$ cat config.mk
export PLATFORM = sky130hd
export DESIGN_NAME = freq_recip_ctrl
export DESIGN_NICKNAME = d
export VERILOG_FILES = /design/src/rtl/freq_recip_ctrl.sv
export SDC_FILE = /design/constraint.sdc
export NUM_CORES = 1
export LEC_CHECK = 0
export CAP_MARGIN = 25
export CORE_MARGIN = 5
export CORE_UTILIZATION = 55
export DETAILED_ROUTE_END_ITERATION = 8
export PLACE_DENSITY = 0.9
export SLEW_MARGIN = 20
export SYNTH_ARGS = -nofsm -noshare
export SYNTH_HDL_FRONTEND = slang
export SYNTH_SLANG_ARGS = --single-unit
$ cat constraint.sdc
create_clock -name clk -period 6 [get_ports clk]
set_clock_uncertainty 0.1 [all_clocks]
set_input_delay 0.9 -clock clk [delete_from_list [all_inputs] [get_ports clk]]
set_output_delay 0.9 -clock clk [all_outputs]
set_load 0.01 [all_outputs]
$ cat src/rtl/freq_recip_ctrl.sv
// freq_recip_ctrl: reciprocal frequency counter controller driving an external divider.
// Times N_PERIODS input periods in clk cycles, then asks the divider for CLK_HZ*N_PERIODS / cycles.
module freq_recip_ctrl #(
    parameter int unsigned CLK_HZ         = 50_000_000,
    parameter int unsigned N_PERIODS      = 10,
    parameter int unsigned TIMEOUT_CYCLES = 50_000_000
) (
    input  logic        clk,
    input  logic        rst,
    input  logic        sig_in,
    input  logic        enable,
    output logic        div_start,
    output logic [31:0] div_dividend,
    output logic [31:0] div_divisor,
    input  logic [31:0] div_quotient,
    input  logic        div_ready,
    output logic [31:0] freq_out,
    output logic        freq_valid,
    output logic        busy,
    output logic        timeout_flag
);
    typedef enum logic [2:0] {S_IDLE, S_ARM, S_MEASURE, S_REQ, S_WAIT, S_DONE} state_t;
    localparam logic [31:0] DIVIDEND = 32'(CLK_HZ * N_PERIODS);
    state_t      r_state, w_next;
    logic [2:0]  r_sync;
    logic [31:0] r_cyc_cnt, r_edge_cnt, r_to_cnt;
    logic        w_edge, w_active, w_timeout, w_complete;
    // r_sync[1:0] is the synchronizer, r_sync[2] the previous synchronized level
    assign w_edge     = r_sync[1] & ~r_sync[2];
    assign w_active   = (r_state == S_ARM) || (r_state == S_MEASURE);
    assign w_timeout  = w_active && (r_to_cnt == TIMEOUT_CYCLES - 1);
    assign w_complete = (r_state == S_MEASURE) && w_edge && (r_edge_cnt == N_PERIODS - 1);
    assign div_start  = (r_state == S_REQ);
    assign freq_valid = (r_state == S_DONE);
    assign busy       = (r_state != S_IDLE);
    always_ff @(posedge clk) begin
        if (rst) r_state <= S_IDLE;
        else     r_state <= w_next;
    end
    always_comb begin
        w_next = r_state;
        unique case (r_state)
            S_IDLE:    w_next = S_ARM;
            S_ARM:     w_next = w_timeout ? S_DONE : (w_edge ? S_MEASURE : S_ARM);
            S_MEASURE: w_next = w_complete ? S_REQ : (w_timeout ? S_DONE : S_MEASURE);
            S_REQ:     w_next = S_WAIT;
            S_WAIT:    w_next = div_ready ? S_DONE : S_WAIT;
            S_DONE:    w_next = S_ARM;
            default:   w_next = S_IDLE;
        endcase
        if (!enable) w_next = S_IDLE;
    end
    always_ff @(posedge clk) begin
        if (rst) begin
            r_sync       <= '0;
            r_cyc_cnt    <= '0;
            r_edge_cnt   <= '0;
            r_to_cnt     <= '0;
            div_dividend <= '0;
            div_divisor  <= '0;
            freq_out     <= '0;
            timeout_flag <= 1'b0;
        end else begin
            r_sync   <= {r_sync[1:0], sig_in};
            r_to_cnt <= w_active ? r_to_cnt + 32'd1 : '0;
            if (r_state == S_ARM && w_edge) begin
                r_cyc_cnt  <= '0;
                r_edge_cnt <= '0;
            end else if (r_state == S_MEASURE) begin
                r_cyc_cnt  <= (r_cyc_cnt == '1) ? r_cyc_cnt : r_cyc_cnt + 32'd1;
                r_edge_cnt <= r_edge_cnt + 32'(w_edge);
            end
            if (w_next == S_REQ) begin
                div_divisor  <= r_cyc_cnt + 32'd1;
                div_dividend <= DIVIDEND;
            end
            // DONE is only reached from a divider result (WAIT) or a timeout
            if (w_next == S_DONE) begin
                freq_out     <= (r_state == S_WAIT) ? div_quotient : '0;
                timeout_flag <= (r_state != S_WAIT);
            end
        end
    end
endmodule

# After elaboration in Yosys (flattened, before gate mapping)

Index checks and enable logic that the tools add are counted.

Add/sub/neg operators: 3
Eq/ne operators: 11
Muxes and demuxes: 8
Bitwise gates (word level): 4
Reductions and logical operators: 11

Operators with widths:

| operator                                                           | count |
|---|---|
| 32-bit by 1-bit adder with 32-bit output (second input constant)   | 2 |
| 32-bit by 1-bit adder with 32-bit output                           | 1 |
| 32-bit by 26-bit == test with 1-bit output (second input constant) | 1 |
| 32-bit == test (second input constant)                             | 1 |
| 32-bit by 4-bit == test with 1-bit output (second input constant)  | 1 |
| 32-bit 2-to-1 mux                                                  | 1 |
| 3-bit one-hot mux with 5 select lines                              | 1 |
| 3-bit 2-to-1 mux                                                   | 4 |
| 3-bit by 2-bit == test with 1-bit output (second input constant)   | 3 |
| 3-bit == test (second input constant)                              | 3 |
| 2-bit OR reduction                                                 | 3 |
| 1-bit logical AND                                                  | 4 |
| 3-bit by 1-bit == test with 1-bit output (second input constant)   | 1 |
| 3-bit logical NOT                                                  | 1 |
| 3-bit inequality test (second input constant)                      | 1 |
| 1-bit NOT                                                          | 3 |
| 3-bit nonzero test                                                 | 1 |
| 2-bit 2-to-1 mux                                                   | 1 |
| 2-bit AND reduction                                                | 1 |
| 1-bit AND                                                          | 1 |
| 1-bit logical OR                                                   | 1 |
| 1-bit 2-to-1 mux                                                   | 1 |

Register bits: 168
Input port bits: 37
Logic and storage cells: 46

# Longest topological paths before layout

Depth in word-level cells: 8
Depth in mapped cells: 9
Depth with buffers taken out: 9

# Worst setup path before layout

OpenSTA, ideal clock, no wires.

Kind: register to register
Start point: reg r_cyc_cnt[0]
End point: reg r_cyc_cnt[0]
Library setup time: 0.128 ns
Arrival time: 2.104 ns
Required time: 5.772 ns
Slack: 3.669 ns
Stages on the path, launching flop included: 10
Cells stage by stage: dfxtp_1 ha_1 nand3_1 or2_2 nor4_1 buf_2 buf_2 nor2_1 xnor2_1 nor2_1

Word-level cells in the longest chain between the ends: 3

Ends and longest elaborated chain:

| what                                                                             | RTL line | source |
|---|---|---|
| start: declaration                                                               | 26       | `logic [31:0] r_cyc_cnt, r_edge_cnt, r_to_cnt;` |
| start signal: assignment                                                         | 70       | `r_cyc_cnt <= (r_cyc_cnt == '1) ? r_cyc_cnt : r_cyc_cnt + 32'd1;` |
| branches (longest 3 deep; another with 32-bit by 1-bit adder with 32-bit output) | -        |  |

Parallel ways; which one is timed is not known.
A chain may end at the register's enable or synchronous reset.

# Worst setup path after layout

Start point: reg r_state[2]
End point: out freq_valid

Word-level cells in the longest chain between the ends: 1

Ends and longest elaborated chain:

| what                     | RTL line | source |
|---|---|---|
| start: declaration       | 24       | `state_t r_state, w_next;` |
| start signal: assignment | 38       | `else r_state <= w_next;` |
| 3-bit == test            | 34       | `assign freq_valid = (r_state == S_DONE);` |
| end: declaration         | 18       | `output logic freq_valid,` |

No other way between the ends.

==> summary.md <==
| Metric | Value |
|---|---|
| Mean post-synth cell area | 8.642 µm² |
| Max Buffers Root-to-Sink | 2 |
| GRT Util Overall | 22.25% |
| Die Area | ~17000 µm² |
| Initial antenna violation count | 0 |
| Sum of negative setup slack | 0 ns |
| Pwr/cell area | 227.0 nW/µm² |
| Critical Path RT | about 5 ns |
| WP data arrival | between 2 and 2.5 ns |
| Slew HR | 51.81% |
| FF+latch count, synth | 168 |
| Final WL | 20190 µm |
| CP Launch Type | flop |
| H-tree level count | 4 |
| Initial drt markers | 573 |
| CP Class | flop to output pin |
| Die Wd | 131.7 µm |
| DR vias | 7003 |
| Drt first pass iters | 7 |
| DRC | 0 |
| Hold Slack | 0.3518 ns |
| Layout area overhead | 19.86% |
| Sequential-to-total area share from yosys stat | 41.32% |
| Share of layout cells above drive strength 1 | 8.872% |
| Post-synth top flop | dfxtp_1 |
| Cell taking the most area after synthesis | dfxtp_1 |
| Fillers | 997 |
| Status | complete, no violations |
| Max-cap check violation count | 0 |
| Die span in y | between 100 and 150 µm |
| Final Max Slew Viols | 0 |
| Post-Synthesis Cells | 942 |
| Fin. Hold Viols | 0 |
| Pint | 0.001747 W |
| Clock power share | 46.7% |
| # IOs | 137 |
| N_diodes | 0 |
| Post-route ant nets | 0 |
| Overflow after GRT | 0 |
| Ys async rst share | 0% |
| Root Driver | clkbuf_16 |
| DP HPWL | 13060 µm |
| Final layout net count | 1065 |
| IO buf count | ~120 |
| Largest net degree at the start of global routing | 74 |
| Commonest cells post-synth | dfxtp_1, nor2_1, nand2_1, xnor2_1, xor2_1 |
| Sw Ratio | approximately a fifth |
| Tcrit/Tclk final | 54.26% |
| Via density | 5.735 |
| Seq pwr share | 50.6% |
| Reg2Reg Setup Slack | 2.79 ns |
| Synth cell types | 57 |
| Top-count cell post-synth | dfxtp_1 |
| Clk Latency, worst-skew pair | 0.44 ns |
| Vias in the first global route | approximately 6700 |
| Maximum clock rate | 307.2 MHz |
| Combinational share of power | 2.8% |
| CTS clk-pin slew, worst paths | 0.06 ns |
| Post-synth EDFFs | 0 |
| Switching pwr | around 0.00047 W |
| Worst Hold Class | flop to flop |
| First-pass GRT wire length | 32510 µm |
| Worst Setup End Kind | output pin |
| Synth area leaders | dfxtp_1, xnor2_1, nor2_1 |
| CP Max Fanout | 10 |
| Resized Gates After CTS | 0 |
| Post-layout minimum cycle time | approximately 3.3 ns |
| Peak VDD IR | 0.0002050 V |
| CTS Sinks | 168 |
| Post-cts hold buffer count | 0 |
| WL/cell | 16.53 µm |
| Num CTS Buffers | 17 |
| RSZ-0062 raised after global routing | false |
| Synth Warn # | 0 |
| Initial Util | between 50 and 60% |
| Core area | 14530 µm² |
| # rows | 44 |
| Final core occ | 67.13% |
| LEAKAGE | 3.382 nW |
| Synthesized area | 8140 µm² |
| Final setup fails | 0 |
| Worst slew pin tran | ~0.7 ns |
| Placer Congestion | ~0.85 |
| CTS tree | yes |
| Share of the synthesized area in the top cell type | ~41% |
| Post-CTS setup buffers | 0 |
| Design Power | between 0.002 and 0.0025 W |
-- final timing paths --
| kind | start | to | depth (start not counted) |
|---|---|---|---|
| setup / recovery | r_state[2] | freq_valid | 3 |
| setup reg to reg | r_state[1] | freq_out[24] | 7 |
| hold reg to reg | div_divisor[3] | div_divisor[3] | 2 |
| hold / removal | div_divisor[3] | div_divisor[3] | 2 |
-- area by class of cell --
type / count / area, µm² / area share (%)
Timing Repair Buffer: 127 / 1289 / 13.21
Tap cell: 184 / 230.2 / 2.360
Clock inverter: 7 / 40.04 / 0.4104
Sequential cell: 168 / 3363 / 34.47
Inverter: 6 / 22.52 / 0.2308
Clock buffer: 25 / 525.5 / 5.386
Multi-Input combinational cell: 704 / 4287 / 43.93
-- registers in the layout, summed over array words and instances, names as in the netlist --
register,flops
r_state,3
div_dividend,1
div_divisor,32
r_to_cnt,32
r_edge_cnt,32
r_sync,3
r_cyc_cnt,32
timeout_flag,1
freq_out,32
-- metrics by stage --
stage,std cells,area (µm²),setup WS [ns]
finish,1221,9757,2.744
global route,1221,9757,2.662
CTS,1219,9714,2.849
detailed placement,1187,9149,2.934
global placement,1186,9121,2.811
floorplan,960,8208,3.669
-- layout by cell type, fill, tap and decap left out, drive strengths merged, types with 2 or more instances in the layout --
master,Yosys,layout
inv,6,6
nor2,134,134
clkinv,0,5
o21ai,5,5
ha,4,4
xnor2,68,68
clkdlybuf4s50,0,116
nor4b,4,4
clkbuf,39,25
buf,42,11
mux2i,32,32
a21oi,32,32
or4,4,4
and3,20,20
nand3,37,37
nor4,31,31
o31ai,2,2
nor2b,4,4
nor3b,6,6
a211oi,10,10
nand2b,8,8
nand2,115,115
nand4,29,29
nor3,27,27
or3,9,9
dfxtp,168,168
conb,1,19
clkinvlp,0,2
and4,7,7
xor2,48,48
or2b,28,28
and2,8,8
-- worst max-delay path, stage by stage, from the launching register on --
cell	delay [ns]
dfxtp_1	0.60
inv_1	0.27
nor3b_1	0.30
clkdlybuf4s50_1	0.65
-- cells by family after synthesis --
kind of cell	after synthesis	synth area share, %
adder cells (fa/ha/maj)	4	0.6148
buffers and inverters	88	7.209
AO/OA/AOI/OAI	55	4.073
XOR/XNOR	116	12.48
multiplexers	32	3.935
flip-flops	168	41.32
other	1	0.04607
AND/OR/NAND/NOR	478	30.33
-- power by group through the flow --
| stage | clock [W] | sequential, W | combinational (W) |
|---|---|---|---|
| after detailed placement | 0 | 0.00114 | 0.0000574 |
| final | 0.00103 | 0.00112 | 0.0000617 |
| after CTS | 0.00104 | 0.00112 | 0.0000582 |
| after global placement | 0 | 0.00114 | 0.0000572 |
| after floorplan | 0 | 0.00114 | 0.0000394 |
| after global routing | 0.00109 | 0.00112 | 0.0000651 |
-- per-layer routing --
metal  track usage (%)  vias to the layer above  routed length, µm
met5                 0                        -                  0
met4             9.429                        0                584
met3             5.008                       57               1368
met2             37.70                      302               9863
met1             27.23                     3338               8372
li1                  -                     3306                  -
Note: power is estimated with default switching activity, not from simulation.
==> RTL change, RTL diff (config.mk and constraints unchanged) <==
Put one more register stage on the output `timeout_flag`, with the module's reset. The value now appears one clock later. The other outputs are not delayed to match.
--- a/src/rtl/freq_recip_ctrl.sv
+++ b/src/rtl/freq_recip_ctrl.sv
@@ -23,2 +23,4 @@
     localparam logic [31:0] DIVIDEND = 32'(CLK_HZ * N_PERIODS);
+
+    logic timeout_flag_s0;
     state_t      r_state, w_next;
@@ -61,3 +63,3 @@
             freq_out     <= '0;
-            timeout_flag <= 1'b0;
+            timeout_flag_s0 <= 1'b0;
         end else begin
@@ -79,3 +81,3 @@
                 freq_out     <= (r_state == S_WAIT) ? div_quotient : '0;
-                timeout_flag <= (r_state != S_WAIT);
+                timeout_flag_s0 <= (r_state != S_WAIT);
             end
@@ -83,2 +85,10 @@
     end
+    always_ff @(posedge clk) begin
+        if (rst) begin
+            timeout_flag <= '0;
+        end else begin
+            timeout_flag <= timeout_flag_s0;
+        end
+    end
+
 endmodule
Formal check against the unedited RTL: no difference found for any inputs over 10 cycles, from zero or initial values and one cycle with rst high; that may be too few to reach the edited logic, so the function may still have changed.
==> RTL change against the unedited design <==
  * Via count decreased by 9.4%
  * Global-route usage decreased by 1.8 points
  * Final cell count decreased by 5.2%
  * Total power increased by 2.2%
  * Count of clock-buffer cells in the layout unchanged
  * Worst setup slack improved by 0.24 ns
  * Area after synthesis decreased by 5.4%
  * Wire length decreased by 17%
  * Critical path depth increased by 4
  * Final area decreased by 3.6%
  * Sequential cell count increased by 1
  * Largest power group unchanged
==> RTL change: results (changes against the unedited design) <==
The sequential element share of the synthesized area is 0.439 (+0.0262), and the area of the multi-input gates is 3920 um^2 (-8.6%). The first-pass GRT wire length is 28.2 mm (-13%). The slowest stage of the critical path belongs to the cell sky130_fd_sc_hd__or4b_1.

The post-detailed-route wirelength per cell is 14.6 um (-12%). The logs give 0.204 (-0.0181) for the overall track demand over capacity in global routing and 3380 um^2 (+0.59%) for the area used by sequential logic in the layout. The run finished with clean final reports. By count the netlist is led by sky130_fd_sc_hd__dfxtp_1 (169), sky130_fd_sc_hd__nor2_1 (136), sky130_fd_sc_hd__xor2_1 (61). The worst vdd rail ir drop is 0.190 mV (-7.3%), and the post-synthesis xor/xnor area fraction is 0.121 (-0.00424).

The stage delay of the slowest cell on the critical path is 0.53 ns (-0.12 ns), and the wire length on met2 is 8.28 mm (-16%). Clock tree cell share of total cell area: 0.0622 (+0.00419). The number of combinational gates with multiple inputs was 638 (-9.4%); the final-layout fill cell count was 1027 (+3.0%). The worst hold path cell count works out to 1 (-1). Cell type group with the largest total delay on the critical path: simple AND/OR/NAND/NOR gates. Iteration count of the initial detailed-routing pass: 5 (-2). The share of layout cells above drive strength 1 was 0.0542 (-0.0345); the maximum number of pins on one net before global-route repair was 75 (+1.4%). The placed wire-length estimate is 11.3 mm (-13%), and the maximum fanout along the worst path is 33 (+23). Register bit total from synthesis: 169 (+0.60%).

Yosys attributes the largest share of cell area to sky130_fd_sc_hd__dfxtp_1 (44%), sky130_fd_sc_hd__xor2_1 (6.9%), sky130_fd_sc_hd__nor2_1 (6.6%). The detailed-route vias per instance was 5.49 (-4.4%); the weighted congestion at the end of routability-driven global placement was 0.851 (-0.27%). The layout buffering overhead excluding clock cells was 0.132 (about the same).
==> RTL change: worst paths after layout <==
path / from / end / slack [ns]
max: r_to_cnt[28] / timeout_flag_s0 / 2.99
min reg2reg: r_sync[0] / r_sync[1] / 0.35
max reg2reg: r_to_cnt[28] / timeout_flag_s0 / 2.99
min: r_sync[0] / r_sync[1] / 0.35
==> RTL change: stage by stage <==
| step | power [W] | cells | hold WS, ns | util |
|---|---|---|---|---|
| finish | 0.00226 | 1157 | 0.350 | 0.680 |
| global route | 0.00233 | 1157 | 0.369 | 0.680 |
| CTS | 0.00228 | 1154 | 0.355 | 0.677 |
| detailed placement | 0.00121 | 1122 | 0.341 | 0.635 |
| global placement | 0.00121 | 1121 | 0.321 | 0.634 |
| floorplan | 0.00119 | 896 | 0.314 | - |
==> RTL change: report_power, final <==
group,internal (W),total (W),switching (W)
clock,0.000656,0.00107,0.000418
combinational,0.0000296,0.0000626,0.0000329
sequential,0.00112,0.00113,0.00000210
total,0.00181,0.00226,0.000454
